==> src/rtl/uart_rx_fifo.sv <==
// UART 8N1 receiver with a first-word-fall-through receive FIFO.
// A shared bit timer mid-samples each bit; good bytes are pushed, bad stop bits are reported.
module uart_rx_fifo #(
  parameter int unsigned CLKS_PER_BIT = 1667,
  parameter int unsigned FIFO_DEPTH   = 4
) (
  input  logic       i_clk,
  input  logic       i_rst_n,
  input  logic       i_rx_unsafe,
  output logic [7:0] o_data,
  output logic       o_valid,
  input  logic       i_ready,
  output logic       o_frame_err,
  output logic       o_overrun
);

  localparam int unsigned AW = $clog2(FIFO_DEPTH);
  localparam int unsigned TW = 16;
  localparam logic [TW-1:0] FULL_T = TW'(CLKS_PER_BIT - 1);
  localparam logic [TW-1:0] HALF_T = TW'(CLKS_PER_BIT / 2 - 1);

  typedef enum logic [2:0] {
    S_IDLE,
    S_START,
    S_DATA,
    S_STOP,
    S_RECOVER
  } state_e;

  logic          rx_meta_q, rx_s_q;
  state_e        state_q, state_d;
  logic [TW-1:0] timer_q, timer_d;
  logic [2:0]    bit_idx_q, bit_idx_d;
  logic [7:0]    shift_q, shift_d;
  logic          push_req, ferr_d, overrun_d;
  logic          frame_err_q, overrun_q;

  logic [7:0]    mem_q [FIFO_DEPTH];
  logic [AW:0]   wr_ptr_q, rd_ptr_q;
  logic          empty, full, pop, push;

  always_ff @(posedge i_clk or negedge i_rst_n) begin
    if (!i_rst_n) begin
      rx_meta_q <= 1'b1;
      rx_s_q    <= 1'b1;
    end else begin
      rx_meta_q <= i_rx_unsafe;
      rx_s_q    <= rx_meta_q;
    end
  end

  always_ff @(posedge i_clk or negedge i_rst_n) begin
    if (!i_rst_n) begin
      state_q   <= S_IDLE;
      timer_q   <= '0;
      bit_idx_q <= '0;
      shift_q   <= '0;
    end else begin
      state_q   <= state_d;
      timer_q   <= timer_d;
      bit_idx_q <= bit_idx_d;
      shift_q   <= shift_d;
    end
  end

  always_comb begin
    state_d   = state_q;
    timer_d   = timer_q + 1'b1;
    bit_idx_d = bit_idx_q;
    shift_d   = shift_q;
    push_req  = 1'b0;
    ferr_d    = 1'b0;
    case (state_q)
      S_IDLE: begin
        timer_d = '0;
        if (!rx_s_q) state_d = S_START;
      end
      S_START: begin
        if (timer_q == HALF_T) begin
          timer_d   = '0;
          bit_idx_d = '0;
          state_d   = rx_s_q ? S_IDLE : S_DATA;
        end
      end
      S_DATA: begin
        if (timer_q == FULL_T) begin
          timer_d   = '0;
          shift_d   = {rx_s_q, shift_q[7:1]};
          bit_idx_d = bit_idx_q + 3'd1;
          if (bit_idx_q == 3'd7) state_d = S_STOP;
        end
      end
      S_STOP: begin
        if (timer_q == FULL_T) begin
          timer_d = '0;
          if (rx_s_q) begin
            push_req = 1'b1;
            state_d  = S_IDLE;
          end else begin
            ferr_d  = 1'b1;
            state_d = S_RECOVER;
          end
        end
      end
      S_RECOVER: begin
        timer_d = '0;
        if (rx_s_q) state_d = S_IDLE;
      end
      default: begin
        timer_d = '0;
        state_d = S_IDLE;
      end
    endcase
  end

  // Extra pointer MSB distinguishes full from empty when the indices match.
  assign empty     = (wr_ptr_q == rd_ptr_q);
  assign full      = (wr_ptr_q[AW] != rd_ptr_q[AW]) &&
                     (wr_ptr_q[AW-1:0] == rd_ptr_q[AW-1:0]);
  assign pop       = !empty && i_ready;
  assign push      = push_req && (!full || pop);
  assign overrun_d = push_req && full && !pop;

  always_ff @(posedge i_clk) begin
    if (push) mem_q[wr_ptr_q[AW-1:0]] <= shift_q;
  end

  always_ff @(posedge i_clk or negedge i_rst_n) begin
    if (!i_rst_n) begin
      wr_ptr_q    <= '0;
      rd_ptr_q    <= '0;
      frame_err_q <= 1'b0;
      overrun_q   <= 1'b0;
    end else begin
      if (push) wr_ptr_q <= wr_ptr_q + 1'b1;
      if (pop)  rd_ptr_q <= rd_ptr_q + 1'b1;
      frame_err_q <= ferr_d;
      overrun_q   <= overrun_d;
    end
  end

  assign o_valid     = !empty;
  assign o_data      = empty ? '0 : mem_q[rd_ptr_q[AW-1:0]];
  assign o_frame_err = frame_err_q;
  assign o_overrun   = overrun_q;

endmodule

==> config.mk <==
export PLATFORM = sky130hd
export DESIGN_NAME = uart_rx_fifo
export DESIGN_NICKNAME = d
export VERILOG_FILES = /design/src/rtl/uart_rx_fifo.sv
export SDC_FILE = /design/constraint.sdc
export NUM_CORES = 1
export LEC_CHECK = 0
export CAP_MARGIN = 20
export CORE_MARGIN = 5
export CORE_UTILIZATION = 50
export CTS_CLUSTER_DIAMETER = 60
export DETAILED_ROUTE_END_ITERATION = 10
export PLACE_DENSITY = 0.65
export SETUP_SLACK_MARGIN = 0.02
export SYNTH_ARGS = -nofsm -noshare
export SYNTH_HDL_FRONTEND = slang
export SYNTH_SLANG_ARGS = --single-unit
==> constraint.sdc <==
create_clock -name i_clk -period 6.4 [get_ports i_clk]
set_clock_uncertainty 0.1 [all_clocks]
set_input_delay 0.64 -clock i_clk [delete_from_list [all_inputs] [get_ports i_clk]]
set_output_delay 0.64 -clock i_clk [all_outputs]
set_load 0.1 [all_outputs]
==> results.yml <==
power_and_ir_drop:
  ir_drop_uv: 213
  seqPwrFrac_pct: 50.6
  p_sw_uw: 244
  leakage_nw: 1.56
  swShare_pct: 23.5
  p_per_area_nw_per_um2: 284
  power_frac_comb_pct: 8.8
  internal-power_uw: 794
  clock_power_share_pct: 40.6
status:
  status: "finished, final reports clean"
routing:
  routed_via_density: 5.33
  first_pass_iters: 4
  wl_um: 5210
  wl_per_cell_um: 16.0
  drt_iter0_drc: 48
  antenna_left: 0
  via_count: 1737
  drc_errors: 0
critical_path:
  crit_path_end_kind: "output pin"
  slowest_stage: "clkdlybuf4s50_1"
  critPathBufInv: 1
  cp_slowest_stage_delay_ps: 1130
  reg2regPathDepth: 6
  rr_startpoint: "timer_q[0]$_DFF_PN0_"
  r2r-end: "mem_q[1][3]$_DFFE_PP_"
  worstSetupPathType: "flop to output pin"
  critPathRequiredTime_ps: 5660
  path_max_fanout: 11
  crit_family: "buffers and inverters"
  r2r_setup_slack_ps: 3940
  crit_path_start_kind: "flop"
  worstPathArrival_ps: 2860
  crit_chain: "xnor2_1, nand3b_1, and2_1, clkdlybuf4s50_1"
timing:
  finalSetupTns_ps: 0
  rsz0062_at_grt: "no"
  clock.fmax_mhz: 277
  slew_viol_final: 0
  period_minus_slack_ps: 3600
  setup_slack_ps: 2800
  tightest_slew_ps: 974
  setup_violations: 0
  slew_headroom_pct: 34.9
  hold_viol_final: 0
  min_period_over_period_pct: 56.3
synth:
  synth_top_cell_by_area: "edfxtp_1"
  synthAdderAreaFrac_pct: 3.88
  synth_compound_area_share_pct: 2.79
  muxShareOfSynthArea_pct: 9.43
  yosys-top-cells-area: "edfxtp_1 (30%), dfrtp_1 (29%), mux4_2 (5.6%), ha_1 (3.9%), mux2_2 (3.8%)"
  synth-xor-area-share_pct: 5.16
  synth_nets: 238
  synth_top_family_by_area: "simple AND/OR/NAND/NOR gates"
  synth_cell_type_count: 45
  ys.flop_type: "dfrtp_1"
  async_reset_ff_share_pct: 55.6
  synth_cells: 224
  synthesis.area_um2: 3220
  synth_edf_count: 32
  yosysWarnings: 0
  ys_ff_latch: 72
  yosys.area_share.simple_pct: 15.7
  yosysTopAreaCellShare_pct: 29.8
  synth-seq-area-share_pct: 60.9
  avgSynthCellArea_um2: 14.4
clock_tree:
  clock_path_buffers: 2
  cts_hold_buf: 0
  cts_tree: "done"
  cts_resized: 0
  htree_levels: 3
  cts_root_buf: "clkbuf_8"
  clock-sinks: 72
  path_clk_slew_ps: 70
  post_cts_buffers: 0
  clk_latency_ps: 330
  cts_inserted_buffers: 9
layout:
  fill_cells: 494
  finalNetCount: 258
  n_antenna_cell: 0
  syn_to_final_growth_pct: 13.3
  drive_above_1_share_pct: 18.5
  final_area_um2: 3650
global_route:
  track_usage_pct: 13.8
  grt_pass1_vias: 1785
  grt_pass1_wl_um: 9070
  grt_max_degree: 41
  antenna_found_initial: 0
  gr-total-overflow: 0
placement:
  gp_congestion: 0.767
  pre_cts_slack_ps: 3070
  placed_cell_area_um2: 3420
  dpl.hpwl_um: 3650
  numPortBuffers: 14
die:
  dieHeight_um: 90.3
  start_util_pct: 51.1
  dieArea_um2: 8150
  die_w_um: 90.3
  core_um2: 6310
  pin_count: 15
  rows: 29
min_path:
  holdPathStages: 0
  hp-start: "rx_meta_q$_DFF_PN1_"
  holdPathEnd: "rx_s_q$_DFF_PN1_"
  hold_class: "flop to flop"
job:
  drv_cap: 0
cells in the mapped netlist, types with 2 or more instances:
| cell | count |
|---|---|
| or3_1 | 3 |
| nand3_1 | 10 |
| and4_1 | 3 |
| ha_1 | 10 |
| a22o_1 | 2 |
| o21ai_0 | 3 |
| xor2_1 | 9 |
| nand4_1 | 5 |
| nor2_1 | 17 |
| mux2_2 | 11 |
| mux4_2 | 8 |
| nor4bb_1 | 2 |
| and2_1 | 11 |
| and4_2 | 2 |
| nand2_1 | 5 |
| dfrtp_1 | 38 |
| nand2b_1 | 2 |
| edfxtp_1 | 32 |
| buf_6 | 2 |
| dfstp_2 | 2 |
| buf_2 | 2 |
| a21oi_1 | 6 |
| inv_1 | 8 |
| xnor2_1 | 10 |
logic make-up (layout without fill, tap and decap cells):
| logic type | Yosys count | count (layout) |
|---|---|---|
| compound gates | 14 | 14 |
| xor+xnor | 19 | 19 |
| mux | 19 | 19 |
| flops | 72 | 72 |
| buf+inv | 13 | 38 |
| fa+ha+maj | 10 | 10 |
| simple gates | 77 | 77 |
metrics by stage:
step	utilization (%)	instances	power, mW	hold slack, ps
2_1_floorplan	-	224	0.607	244
3_3_place_gp	54.1	310	0.628	246
3_5_place_dp	54.1	310	0.631	249
4_1_cts	57.9	326	1.05	260
5_1_grt	57.9	326	1.08	261
6_report	57.9	326	1.04	258
power groups by stage:
stage / sequential [mW] / clock (mW) / combinational [mW]
floorplan: 0.506 / 0 / 0.101
global placement: 0.537 / 0 / 0.0907
detailed placement: 0.537 / 0 / 0.0939
CTS: 0.527 / 0.432 / 0.0939
global route: 0.531 / 0.454 / 0.0993
finish: 0.525 / 0.421 / 0.0917
registers in the layout, indices dropped and copies added (netlist names):
register     count
rx_s_q           1
rd_ptr_q         3
o_overrun        1
mem_q           32
shift_q          8
bit_idx_q        3
o_frame_err      1
rx_meta_q        1
state_q          3
wr_ptr_q         3
timer_q         16
placed cells by master, fill, tap and decap left out, types with 3 or more instances in the layout:
| cell type | n |
|---|---|
| a21oi_1 | 6 |
| and2_1 | 11 |
| and4_1 | 3 |
| bufinv_16 | 3 |
| clkbuf_8 | 9 |
| clkdlybuf4s50_1 | 13 |
| dfrtp_1 | 38 |
| edfxtp_1 | 32 |
| ha_1 | 10 |
| inv_1 | 8 |
| mux2_2 | 11 |
| mux4_2 | 8 |
| nand2_1 | 5 |
| nand3_1 | 10 |
| nand4_1 | 5 |
| nor2_1 | 17 |
| o21ai_0 | 3 |
| or3_1 | 3 |
| xnor2_1 | 10 |
| xor2_1 | 9 |
worst max-delay path by stage:
stage                                        from  depth (start not counted)  slack, ps         to
final                     rd_ptr_q[0]$_DFFE_PN0P_                          4       2800  o_data[5]
after detailed placement  rd_ptr_q[0]$_DFFE_PN0P_                          4       3070  o_data[5]
after floorplan           rd_ptr_q[0]$_DFFE_PN0P_                          5       3520  o_data[0]
after global routing      rd_ptr_q[0]$_DFFE_PN0P_                          4       2550  o_data[5]
after CTS                 rd_ptr_q[0]$_DFFE_PN0P_                          4       2700  o_data[5]
after global placement    rd_ptr_q[0]$_DFFE_PN0P_                          4       3100  o_data[5]
routing by layer:
metal | global-route usage [%] | wire length [um]
met4 | 5.21 | 73
met1 | 18.5 | 2400
met5 | 0 | 0
met2 | 22.3 | 2560
met3 | 2.75 | 177
layout make-up:
| class | instances | area (um^2) | area share [%] |
|---|---|---|---|
| Timing Repair Buffer | 14 | 135 | 3.70 |
| Inverter | 8 | 30.0 | 0.822 |
| Clock buffer | 10 | 128 | 3.49 |
| Sequential cell | 72 | 1960 | 53.8 |
| Multi-Input combinational cell | 139 | 1190 | 32.6 |
| Clock inverter | 6 | 108 | 2.95 |
| Tap cell | 77 | 96.3 | 2.64 |
No activity file was read; power rests on OpenSTA's default activity.
==> RTL edit: new RTL, same settings <==
The parameter `FIFO_DEPTH` goes from 4 to 2.
--- a/src/rtl/uart_rx_fifo.sv
+++ b/src/rtl/uart_rx_fifo.sv
@@ -2,7 +2,7 @@
 // A shared bit timer mid-samples each bit; good bytes are pushed, bad stop bits are reported.
 module uart_rx_fifo #(
   parameter int unsigned CLKS_PER_BIT = 1667,
-  parameter int unsigned FIFO_DEPTH   = 4
+  parameter int unsigned FIFO_DEPTH   = 2
 ) (
   input  logic       i_clk,
   input  logic       i_rst_n,
Function: same outputs for any inputs over 10 cycles, from zero or initial values and one cycle with i_rst_n low; that may be too few to reach the edited logic, so the function may still have changed.
==> RTL edit against the original RTL <==
- sequential share of layout area decreased by 2.6 points
- worst setup slack improved by 0.13 ns
- sequential cell count decreased by 18
- critical path type unchanged
- wire length fell by 16%
- non-clock buffer count unchanged
- area after synthesis decreased by 21%
- critical endpoint is now o_data[7]
- cell area fell by 23%
- worst hold slack gained 0.0027 ns
- register-to-register slack lost 0.19 ns
- via count is 9.0% lower
Power is not compared: it rests on default switching activity, and its combinational part moved more than twofold at a synthesized area within 25%.
==> RTL edit: results (changes against the original RTL) <==
Global route
  • Vias in the first global route: 1633 (was 1785)
  • GRT Resource Usage Total: 0.151 (was 0.138)
  • Largest net degree at the start of global routing: 39 (was 41)

Synth
  • EDFF count, synth: 16 (was 32)
  • Share of the yosys chip area belonging to registers: 0.563 (was 0.609)
  • FFs w/ async S/R, synth: 0.704 (was 0.556)
  • Syn Area/Cell: 12.2 µm² (was 14.4 µm²)
  • Synth top cells by count: 36 x dfrtp_1, 17 x nor3_1, 16 x edfxtp_1, 14 x nor2_1, 11 x xnor2_1 (was 38 x dfrtp_1, 32 x edfxtp_1, 17 x nor2_1, 11 x and2_1, 11 x mux2_2)
  • Syn Nets: 217 (was 238)

Finish
  • Multi-input gate area: 0.00103 mm² (was 0.00119 mm²)
  • Syn-to-layout area delta: 10.1% (was 13.3%)
  • Non-clock buffer share: 0.0482 (was 0.0370)
  • Multi-input gate count: 135 (was 139)
  • Number of fill cells in the layout: 433 (was 494)
  • NumNets Final: 227 (was 258)
  • ClkCell Share: 0.0321 (was 0.0644)

Placed design
  • Pre-CTS WS: 3.22 ns (was 3.07 ns)
  • RD Place Congestion: 0.836 (was 0.767)
  • Placed cell count: 281 (was 310)
  • Dpl cell area: 0.00271 mm² (was 0.00342 mm²)
  • Post-DP HPWL: 3.06 mm (was 3.65 mm)

Timing
  • Final setup margin: 2.93 ns (was 2.80 ns)
  • Final hold slack: 0.261 ns (was 0.258 ns)
  • Worst Max-Slew Pin Slew: 0.980 ns (was 0.974 ns)

Routing
  • Vias per cell: 5.47 (was 5.33)
  • Wire per inst: 15.2 µm (was 16.0 µm)

Worst setup path
  • R2R cell count: 4 (was 6)
  • Capture point of the critical path: o_data[7] (was o_data[5])
  • Crit path max fanout: 12 (was 11)
  • FF-to-FF Start: timer_q[12] (was timer_q[0])
  • CP max stage delay: 1.15 ns (was 1.13 ns)
  • RR Endpoint: mem_q[1][2] (was mem_q[1][3])

CTS
  • Inserted Clock Buffers: 5 (was 9)
  • Clk sinks: 54 (was 72)
  • CTS clk-pin slew, worst paths: 0.09 ns (was 0.07 ns)
  • Worst-Skew Late Latency: 0.30 ns (was 0.33 ns)

Floorplan
  • Die area: 0.00662 mm² (was 0.00815 mm²)

Status
  • Status: finished clean (unchanged)
[RTL edit: power by group through the flow]
stage | Combinational (mW) | Sequential (mW) | Clock, mW
2_1_floorplan | 0.000710 | 0.362 | 0
3_3_place_gp | 0.00727 | 0.362 | 0
3_5_place_dp | 0.00746 | 0.362 | 0
4_1_cts | 0.00750 | 0.355 | 0.194
5_1_grt | 0.00862 | 0.355 | 0.208
6_report | 0.00708 | 0.355 | 0.185
[RTL edit: layer usage]
layer	part of all wire	GRT usage	wire, µm
met1	0.46	0.208	2020
met2	0.49	0.238	2160
met3	0.040	0.0388	174
met4	0.0077	0.0405	34
met5	0	0	0
[RTL edit: cell families after synthesis]
group / share of synthesized area
muxes: 0.0757
and+or+nand+nor: 0.198
xor gates and xnor gates: 0.0654
DFF: 0.563
AOI/OAI and AO/OA: 0.0398
adders and majority gates: 0.0246
buffers and inverters: 0.0334
